### config.mk
export PLATFORM = sky130hd
export DESIGN_NAME = disp_scan_ctrl
export DESIGN_NICKNAME = d
export VERILOG_FILES = /design/src/rtl/disp_scan_ctrl_pkg.sv /design/src/rtl/disp_scan_ctrl_tick.sv /design/src/rtl/disp_scan_ctrl.sv
export SDC_FILE = /design/constraint.sdc
export NUM_CORES = 1
export LEC_CHECK = 0
export ABC_AREA = 1
export CAP_MARGIN = 15
export CORE_MARGIN = 10
export CORE_UTILIZATION = 51
export DETAILED_ROUTE_END_ITERATION = 8
export PLACE_DENSITY_LB_ADDON = 0.3
export SKIP_CTS_REPAIR_TIMING = 1
export SLEW_MARGIN = 20
export SYNTH_ARGS = -nofsm -noshare
export SYNTH_HDL_FRONTEND = slang
export SYNTH_HIERARCHICAL = 1
export SYNTH_SLANG_ARGS = --single-unit
### constraint.sdc
create_clock -name clk -period 2.05 [get_ports clk]
set_input_delay 0.3075 -clock clk [delete_from_list [all_inputs] [get_ports clk]]
set_output_delay 0.3075 -clock clk [all_outputs]
set_load 0.02 [all_outputs]
### src/rtl/disp_scan_ctrl_pkg.sv
// -----------------------------------------------------------------------------
// disp_scan_ctrl_pkg
// Shared definitions for the multiplexed four-digit display scanner.
//   scan_state_t : FSM state encoding (IDLE / BLANK / SHOW)
//   AN_OFF       : all digit enables inactive (active-low anodes)
//   DIGITS       : number of scanned digits
//   nibble_sel() : picks hex digit i out of a 16-bit value
// -----------------------------------------------------------------------------
package disp_scan_ctrl_pkg;

   typedef enum logic [1:0] {
      IDLE  = 2'd0,
      BLANK = 2'd1,
      SHOW  = 2'd2
   } scan_state_t;

   localparam logic [3:0] AN_OFF = 4'b1111;
   localparam int         DIGITS = 4;

   function automatic logic [3:0] nibble_sel(input logic [15:0] v, input logic [1:0] i);
      return v[4*i +: 4];
   endfunction

endpackage

### src/rtl/disp_scan_ctrl_tick.sv
// -----------------------------------------------------------------------------
// scan_tick_gen
// Slot counter for the display scanner. Counts 0..CLK_DIV-1 while run is high
// and holds at 0 otherwise.
//   clk, rst  : clock, asynchronous active-high reset
//   run       : counting enabled (scanner active and enabled)
//   tick      : counter is on the last cycle of the slot
//   show_nxt  : the count entering on the next edge lies in the SHOW phase
// -----------------------------------------------------------------------------
module scan_tick_gen #(
   parameter int CLK_DIV   = 50000,
   parameter int BLANK_CYC = 16
) (
   input  logic clk,
   input  logic rst,
   input  logic run,
   output logic tick,
   output logic show_nxt
);

   localparam int CW = $clog2(CLK_DIV);

   logic [CW-1:0] count;
   logic [CW-1:0] count_nxt;

   always_comb begin
      tick = (count == CW'(CLK_DIV - 1));
      if (!run || tick) begin
         count_nxt = '0;
      end else begin
         count_nxt = count + CW'(1);
      end
      // The FSM state register updates on the same edge as the counter, so
      // the phase decision is made on the incoming count value.
      show_nxt = (count_nxt >= CW'(BLANK_CYC));
   end

   always_ff @(posedge clk or posedge rst) begin
      if (rst) begin
         count <= '0;
      end else begin
         count <= count_nxt;
      end
   end

endmodule

### src/rtl/disp_scan_ctrl.sv
// -----------------------------------------------------------------------------
// disp_scan_ctrl
// Time-multiplexed scan controller for a four-digit seven-segment display with
// anti-ghost blanking, leading-zero suppression and frame-synchronous updates.
//   clk, rst : clock, asynchronous active-high reset
//   en       : scanning enabled
//   data     : four hex digits, [15:12] is digit 3
//   load     : one-cycle strobe capturing data
//   dot      : live decimal-point request per digit (active-high)
//   an       : registered digit enables (active-low)
//   num      : registered nibble for the segment decoder
//   dp       : registered decimal point (active-low)
//   pend     : a loaded value is waiting for the next frame boundary
//   frame    : one-cycle pulse at the start of digit 0
// -----------------------------------------------------------------------------
module disp_scan_ctrl
   import disp_scan_ctrl_pkg::*;
#(
   parameter int CLK_DIV     = 50000,
   parameter int BLANK_CYC   = 16,
   parameter int LZ_SUPPRESS = 1
) (
   input  logic        clk,
   input  logic        rst,
   input  logic        en,
   input  logic [15:0] data,
   input  logic        load,
   input  logic [3:0]  dot,
   output logic [3:0]  an,
   output logic [3:0]  num,
   output logic        dp,
   output logic        pend,
   output logic        frame
);

   scan_state_t state, state_nxt;
   logic [1:0]  idx, idx_nxt;
   logic        frame_nxt;
   logic        tick, show_nxt, run;
   logic [15:0] active, shadow;
   logic [3:0]  lz_mask;
   logic        z3, z2, z1;
   logic [3:0]  an_p0, num_p0;
   logic        dp_p0;

   assign run = en && (state != IDLE);

   scan_tick_gen #(
      .CLK_DIV   (CLK_DIV),
      .BLANK_CYC (BLANK_CYC)
   ) u_tick (
      .clk      (clk),
      .rst      (rst),
      .run      (run),
      .tick     (tick),
      .show_nxt (show_nxt)
   );

   // A digit is dark when it and every more-significant digit are zero.
   // Digit 0 is always shown.
   assign z3 = (active[15:12] == 4'd0);
   assign z2 = (active[11:8]  == 4'd0);
   assign z1 = (active[7:4]   == 4'd0);
   assign lz_mask = (LZ_SUPPRESS != 0) ? {z3, z3 & z2, z3 & z2 & z1, 1'b0} : 4'b0000;

   always_comb begin
      state_nxt = state;
      idx_nxt   = idx;
      frame_nxt = 1'b0;
      case (state)
         IDLE: begin
            idx_nxt = '0;
            if (en) begin
               state_nxt = BLANK;
               frame_nxt = 1'b1;
            end
         end
         BLANK, SHOW: begin
            if (!en) begin
               state_nxt = IDLE;
               idx_nxt   = '0;
            end else begin
               state_nxt = show_nxt ? SHOW : BLANK;
               if (tick) begin
                  idx_nxt   = idx + 2'd1;
                  frame_nxt = (idx == 2'(DIGITS - 1));
               end
            end
         end
         default: begin
            state_nxt = IDLE;
            idx_nxt   = '0;
         end
      endcase

      // Dropping en blanks the anodes on the very next edge, not one later.
      num_p0 = nibble_sel(active, idx);
      an_p0  = AN_OFF;
      dp_p0  = 1'b1;
      if (en && (state == SHOW) && !lz_mask[idx]) begin
         an_p0 = ~(4'b0001 << idx);
         dp_p0 = ~dot[idx];
      end
   end

   always_ff @(posedge clk or posedge rst) begin
      if (rst) begin
         state <= IDLE;
         idx   <= '0;
         frame <= 1'b0;
      end else begin
         state <= state_nxt;
         idx   <= idx_nxt;
         frame <= frame_nxt;
      end
   end

   // Output stage: one cycle behind state/counter.
   always_ff @(posedge clk or posedge rst) begin
      if (rst) begin
         an  <= AN_OFF;
         num <= 4'd0;
         dp  <= 1'b1;
      end else begin
         an  <= an_p0;
         num <= num_p0;
         dp  <= dp_p0;
      end
   end

   // Display data. The frame boundary is the edge that raises frame, so a
   // value committed there is already in place for digit 0 of that frame.
   // A direct write (idle or coincident with the boundary) supersedes any
   // pending shadow value.
   always_ff @(posedge clk or posedge rst) begin
      if (rst) begin
         active <= '0;
         shadow <= '0;
         pend   <= 1'b0;
      end else if (load && ((state == IDLE) || frame_nxt)) begin
         active <= data;
         pend   <= 1'b0;
      end else if (frame_nxt && pend) begin
         active <= shadow;
         pend   <= 1'b0;
      end else if (load) begin
         shadow <= data;
         pend   <= 1'b1;
      end
   end

endmodule

==> impl_summary.txt, run 1 <==
----------------------------------------------------
[Outcome]
  Outcome ... complete, no violations

[Synth]
  Portion of netlist area occupied by mux cells ... 0
  Synthesized-area fraction occupied by and/or/nand/nor cells ... 0.340
  Top cells by area, synth ... dfrtp_1 (42%), nand2_1 (12%), nand3_1 (7.3%)
  Number of synthesized register bits ... 63
  Post-Synth XOR/XNOR Area ... 0.0127
  Synth area leader ... dfrtp_1
  Unique cell type count in the Yosys netlist ... 31
  Cell Area, Synth ... 3450 um^2
  Fraction of the yosys area taken by sequential cells ... 0.459
  Adder-cell share of the synthesized area ... 0.0290
  Area fraction of the dominant cell type after synthesis ... 0.421
  Warnings from Yosys ... 6
  Syn Nets ... 474
  Number of standard cells after synthesis ... 442
  Largest family of logic cells by synthesized area ... simple AND/OR/NAND/NOR gates
  Compound-cell area share of the yosys netlist ... 0.0761
  Syn Area/Cell ... 7.81 um^2

[Pwr]
  Total power density per cell area ... 1060 nW/um^2
  Sequential cell fraction of total power ... 0.407
  Leakage dissipation ... 2.10 nW
  Combinational power share ... 0.374
  Total Power Consumption ... 4.65 mW
  Power Internal ... 2.93 mW
  Fraction of power consumed by the clock network ... 0.219
  Switching Share ... 0.370
  Switching pwr ... 1.72 mW
  Peak supply drop ... 0.000666 V

[Setup path]
  Cells traversed along the worst timing path ... ha_2 -> nand2_4 -> nor2_8 -> nand2_2 -> nor3_2 -> buf_4 -> nand3_4 -> o21bai_4 -> buf_12 -> buf_12 -> nand3_2 -> nand2_1 -> nand2_1
  Critical path launch point type ... flip-flop
  Worst setup path start ... u_tick/count[1]
  Critical Path AT ... 2240 ps
  Category of the most critical setup path ... reg -> reg
  Critical path buffer and inverter count ... 3
  Launch point of the worst reg-to-reg path ... u_tick/count[1]
  Cell with the biggest individual delay on the critical path ... dfrtp_1
  Kind of cell with the highest combined delay on the critical path ... simple AND/OR/NAND/NOR gates
  Biggest fanout along the worst timing path ... 8
  Peak per-stage delay on the critical path ... 370 ps
  Worst setup EP type ... flip-flop
  CP required ... 2280 ps

[Routing]
  Post-detailed-route count of antenna-violating nets ... 0
  Routed wire length ... 8690 um
  Number of vias after detailed routing ... 3161
  DRC marker count from the first detailed-route iteration ... 187
  Per-cell routed wire length ... 14.9 um
  # DRC ... 0
  Pre-antenna DRT Iters ... 5
  Avg Vias per Cell ... 5.43

[Clocking]
  Clock transition at the registers of the reported paths ... 70 ps
  CTS Buffer Depth ... 2
  Clock sink count ... 63
  Clock insertion delay at the later pin of the skew report ... 350 ps
  TritonCTS clock tree ... yes
  Clock buffer count from CTS ... 9
  # H-tree levels ... 3
  Buffer cell driving the clock tree root ... clkbuf_8

[Die]
  Initial core utilization ... 0.534
  Die area ... 10500 um^2
  CORE AREA ... 6460 um^2
  Die width ... 102 um
  Boundary Pins ... 35
  Die span in y ... 102 um
  Count of standard-cell rows ... 29

[Placed design]
  Detailed placer's ending HPWL ... 5940 um
  Routability cong. ... 0.885
  Count of buffers from port buffering ... 34
  Placed Instance Area ... 3960 um^2

[STA]
  Unrepaired setup endpoints after global routing ... yes
  Endpoints failing hold ... 0
  Count of pins over their slew limit ... 0
  Post-Route Skew ... 11.0 ps
  Period utilization ... 0.979
  Hold Slack ... 278 ps
  Actual slew at the worst max-slew pin ... 848 ps
  Peak clock frequency supported by timing ... 0.498 GHz
  Rel. slew slack ... 0.433
  Final setup violation count ... 0
  Crit path time final ... 2010 ps

[Finish]
  Layout area overhead ... 27.4%
  Nets ... 532
  Number of filler instances in the final layout ... 535
  Most common library cell in the layout ignoring fill and taps ... nand2_1
  Proportion of layout cells with a drive suffix above 1 ... 0.186
  Most frequent cells in the layout ... nand2_1 (108), dfrtp_1 (58), nor2_1 (48)
  Post-route cell area ... 4400 um^2
  Count of inserted antenna diode cells ... 0

[GRT]
  Remaining global-route overflow ... 0
  Via count of the first global-routing pass ... 3049
  Number of antenna violations at the first check in global routing ... 0
  Maximum number of pins on one net before global-route repair ... 33
  Global-route wire length before repair ... 14200 um
  All-layer global routing usage ... 0.167

[Min path]
  Worst min-delay path class ... in -> async

[Job]
  Number of max-capacitance violations reported ... 0

----------------------------------------------------
-- power groups by stage --
stage / registers [mW] / clock network [mW] / logic, mW
after detailed placement: 1.90 / 0 / 1.43
after floorplan: 1.89 / 0 / 0.954
final: 1.89 / 1.02 / 1.74
after global placement: 1.88 / 0 / 1.41
after global routing: 1.93 / 1.09 / 1.92
after CTS: 1.88 / 1.03 / 1.45
-- routing by layer --
layer  wire length (um)  vias to the layer above  GRT usage  share of wire
li1                   -                     1572          -              -
met1               3890                     1462      0.220           0.45
met2               4120                      107      0.256           0.47
met3                478                       20     0.0337          0.055
met4                206                        0     0.0879          0.024
met5                  0                        -          0              0
-- sequential cells by signal, summed over array words and instances, names as in the netlist --
register and cells:
frame 1, pend 1, idx 2, active 16, u_tick/count 16, dp 1, an 4, num 4
state 2, shadow 16
-- synthesized netlist by cell type (all sizes together) --
master and number:
nand4 24, dfstp 5, nand2 121, ha 8, dfrtp 58, clkbuf 3, nand3 53, nor3 3
a211oi 1, o21bai 2, o22ai 6, o21ai 29, xnor2 1, inv 48, buf 14, xor2 4
nor2 55, a21oi 7
-- logic make-up after synthesis --
kind of cell               after synthesis
DFF                                     63
and+or+nand+nor                        256
xor gates and xnor gates                 5
buffers and inverters                   65
AOI/OAI and AO/OA                       45
adders and majority gates                8
-- final timing paths --
check | endpoint | slack, ps | cells past startpoint
hold / removal | frame | 280 | 2
min in group clk | shadow[10] | 490 | 2
setup reg to reg | active[10] | 40 | 13
hold reg to reg | shadow[10] | 490 | 2
setup / recovery | active[10] | 40 | 13
max in group asynchronous | dp | 1210 | 3
-- through the flow --
stage / instances / setup slack (ps) / TNS, ps / util
finish: 582 / 42.3 / 0 / 0.681
detailed placement: 557 / 16.2 / 0 / 0.614
CTS: 573 / 4.72 / 0 / 0.643
floorplan: 442 / 24.7 / 0 / -
global route: 582 / -67.0 / -475 / 0.681
global placement: 557 / 72.7 / 0 / 0.614
-- cell type report --
type / instances / area (um^2) / area share
Clock buffer: 13 / 169 / 0.0384
Clock inverter: 3 / 17.5 / 0.00398
Inverter: 48 / 180 / 0.0410
Multi-Input combinational cell: 316 / 1730 / 0.394
Sequential cell: 63 / 1580 / 0.360
Tap cell: 77 / 96.3 / 0.0219
Timing Repair Buffer: 62 / 618 / 0.141
No activity file was read; power rests on OpenSTA's default activity.
==> run 2, diff against run 1 <==
REMOVE_ABC_BUFFERS = 1   (was not set)
SLEW_MARGIN = 25   (was 20)
==> run 2 against run 1 <==
  * Fmax up 3.0%
  * Cell area down 2.1%
  * Register-to-register slack better by 60 ps
  * Setup slack better by 58 ps
  * Hold slack worse by 5.9 ps
  * Wire length down 2.1%
  * Via count about the same
  * Clock power up 14%
==> impl_summary.txt, run 2 (same netlist as run 1, synthesis figures left out) <==
----------------------------------------------------
[Routing]
  Post-detailed-route count of antenna-violating nets ... 0 (unchanged)
  Routed wire length ... 8510 um (-2.1%)
  Per-cell routed wire length ... 14.6 um (-2.2%)
  Wire length on met1 ... 3980 um (+2.3%)
  Number of vias after detailed routing ... 3160 (-0.032%)
  DRC marker count from the first detailed-route iteration ... 261 (+40%)
  # DRC ... 0 (unchanged)
  Pre-antenna DRT Iters ... 5 (unchanged)
  Avg Vias per Cell ... 5.42 (-0.20%)
  Met2 Wirelength ... 3750 um (-9.0%)
  Highest routed layer ... met4
  Routed met3 length ... 625 um (+31%)

[Finish]
  Layout area overhead ... 24.8%
  Nets ... 533 (+0.19%)
  Fraction of the core area covered by cells at the end of the flow ... 0.667 (-0.0141)
  Proportion of layout cells with a drive suffix above 1 ... 0.142 (-0.0438)
  Most common library cell in the layout ignoring fill and taps ... nand2_1
  Count of inserted antenna diode cells ... 0 (unchanged)
  Most frequent cells in the layout ... nand2_1 (113), dfrtp_1 (58), nand3_1 (50), nor2_1 (50), inv_1 (45)
  Number of filler instances in the final layout ... 532 (-0.56%)
  Regs by FF count ... active (16), shadow (16), u_tick/count (16)

[Clocking]
  # H-tree levels ... 3 (unchanged)
  Clock transition at the registers of the reported paths ... 70 ps (about the same)
  CTS Buffer Depth ... 2 (unchanged)
  Clock sink count ... 63 (unchanged)
  Buffer cell driving the clock tree root ... clkbuf_8
  Clock insertion delay at the later pin of the skew report ... 350 ps (about the same)
  Clock buffer count from CTS ... 9 (unchanged)
  TritonCTS clock tree ... yes

[Die]
  Initial core utilization ... 0.534 (unchanged)
  Die area ... 10500 um^2 (unchanged)
  Die width ... 102 um (unchanged)
  Count of standard-cell rows ... 29 (unchanged)
  CORE AREA ... 6460 um^2 (unchanged)
  Die span in y ... 102 um (unchanged)
  Boundary Pins ... 35 (unchanged)

[STA]
  Final setup violation count ... 0 (unchanged)
  Period utilization ... 0.951 (-0.0282)
  Post-route setup TNS ... 0 ps (unchanged)
  Actual slew at the worst max-slew pin ... 647 ps (-202 ps)
  Peak clock frequency supported by timing ... 0.513 GHz (+3.0%)
  Post-Route Skew ... 9.50 ps (-1.54 ps)
  Rel. slew slack ... 0.568 (+0.136)
  Count of pins over their slew limit ... 0 (unchanged)
  Endpoints failing hold ... 0 (unchanged)
  Crit path time final ... 1950 ps (-57.8 ps)

[Setup path]
  Stages on the worst setup path ... 13 (unchanged)
  Category of the most critical setup path ... reg -> reg
  Critical path buffer and inverter count ... 4 (+1)
  Reg2reg path depth ... 13 (unchanged)
  CP required ... 2290 ps (about the same)
  Worst setup EP type ... flip-flop
  Biggest fanout along the worst timing path ... 6 (-2)
  Cells traversed along the worst timing path ... inv_1 -> nand2_1 -> nor2_1 -> nand2_1 -> nor3_2 -> buf_4 -> nand3_4 -> o21bai_4 -> buf_12 -> buf_6 -> nand3_1 -> nand2_1 -> nand2_1
  Peak per-stage delay on the critical path ... 410 ps (+40 ps)
  Critical path launch point type ... flip-flop
  Kind of cell with the highest combined delay on the critical path ... simple AND/OR/NAND/NOR gates
  Most common cell type on the critical path ... nand2_1
  Cell with the biggest individual delay on the critical path ... dfrtp_1
  Critical Path AT ... 2190 ps (-50 ps)

[Job]
  Number of max-capacitance violations reported ... 0 (unchanged)

[Pwr]
  Leakage dissipation ... 2.08 nW (-0.87%)
  Peak supply drop ... 0.000597 V (-10%)
  Total power density per cell area ... 1090 nW/um^2 (+2.6%)

[GRT]
  All-layer global routing usage ... 0.164 (-0.00296)
  Remaining global-route overflow ... 0 (unchanged)
  Via count of the first global-routing pass ... 2937 (-3.7%)
  Global-route wire length before repair ... 13800 um (-2.9%)
  Number of antenna violations at the first check in global routing ... 0 (unchanged)
  Maximum number of pins on one net before global-route repair ... 33 (unchanged)

[Outcome]
  Outcome ... complete, no violations

[Placed design]
  Count of buffers from port buffering ... 34 (unchanged)
  Routability cong. ... 0.899 (+1.6%)
  Detailed placer's ending HPWL ... 5990 um (+0.73%)

[Min path]
  Worst min-delay path class ... in -> async

----------------------------------------------------
==> run 2: cell types whose count changed in the layout (fill, tap and decap cells not counted), moves of 3 or more <==
cell,previous run,this run
nand3_1,36,50
nand3_2,15,2
nand2_1,108,113
nand2_2,9,5
clkbuf_8,12,9
==> run 2: worst paths after layout <==
kind,startpoint,end,slack [ps]
max in group asynchronous,rst,an[3],1220
hold / removal,rst,shadow[3],270
hold reg to reg,shadow[2],shadow[2],500
min in group clk,shadow[2],shadow[2],500
setup reg to reg,u_tick/count[12],active[10],100
setup / recovery,u_tick/count[12],active[10],100
==> run 2: report_power, final <==
part	switching, mW	internal (mW)	total, mW
Sequential	0.259	1.63	1.89
Clock	0.477	0.684	1.16
Combinational	0.913	0.705	1.62
==> run 2: routing by layer <==
| layer | GRT usage | up-vias |
|---|---|---|
| met2 | 0.237 | 111 |
| li1 | - | 1555 |
| met5 | 0 | - |
| met1 | 0.232 | 1480 |
| met4 | 0.0727 | 0 |
| met3 | 0.0351 | 14 |
==> run 2: through the flow <==
| step | power [mW] | cells | instance area [um^2] | worst slack [ps] | hold WS (ps) |
|---|---|---|---|---|---|
| 2_1_floorplan | 2.74 | 425 | 3340 | -85.9 | 221 |
| 3_3_place_gp | 3.30 | 557 | 3980 | 42.6 | 468 |
| 3_5_place_dp | 3.34 | 557 | 3980 | 20.0 | 476 |
| 4_1_cts | 4.51 | 573 | 4180 | 53.0 | 277 |
| 5_1_grt | 4.98 | 583 | 4310 | -26.8 | 294 |
| 6_report | 4.67 | 583 | 4310 | 100 | 272 |
==> run 2: final cells by class <==
cell class                 count  area, um^2  share of cell area
clock buffer                  12         135              0.0314
clock inverter                 4        72.6              0.0169
inverter                      48         180              0.0418
multi-input combinational    315        1620               0.376
sequential                    63        1580               0.368
tap                           77        96.3              0.0224
timing repair buffer          64         619               0.144
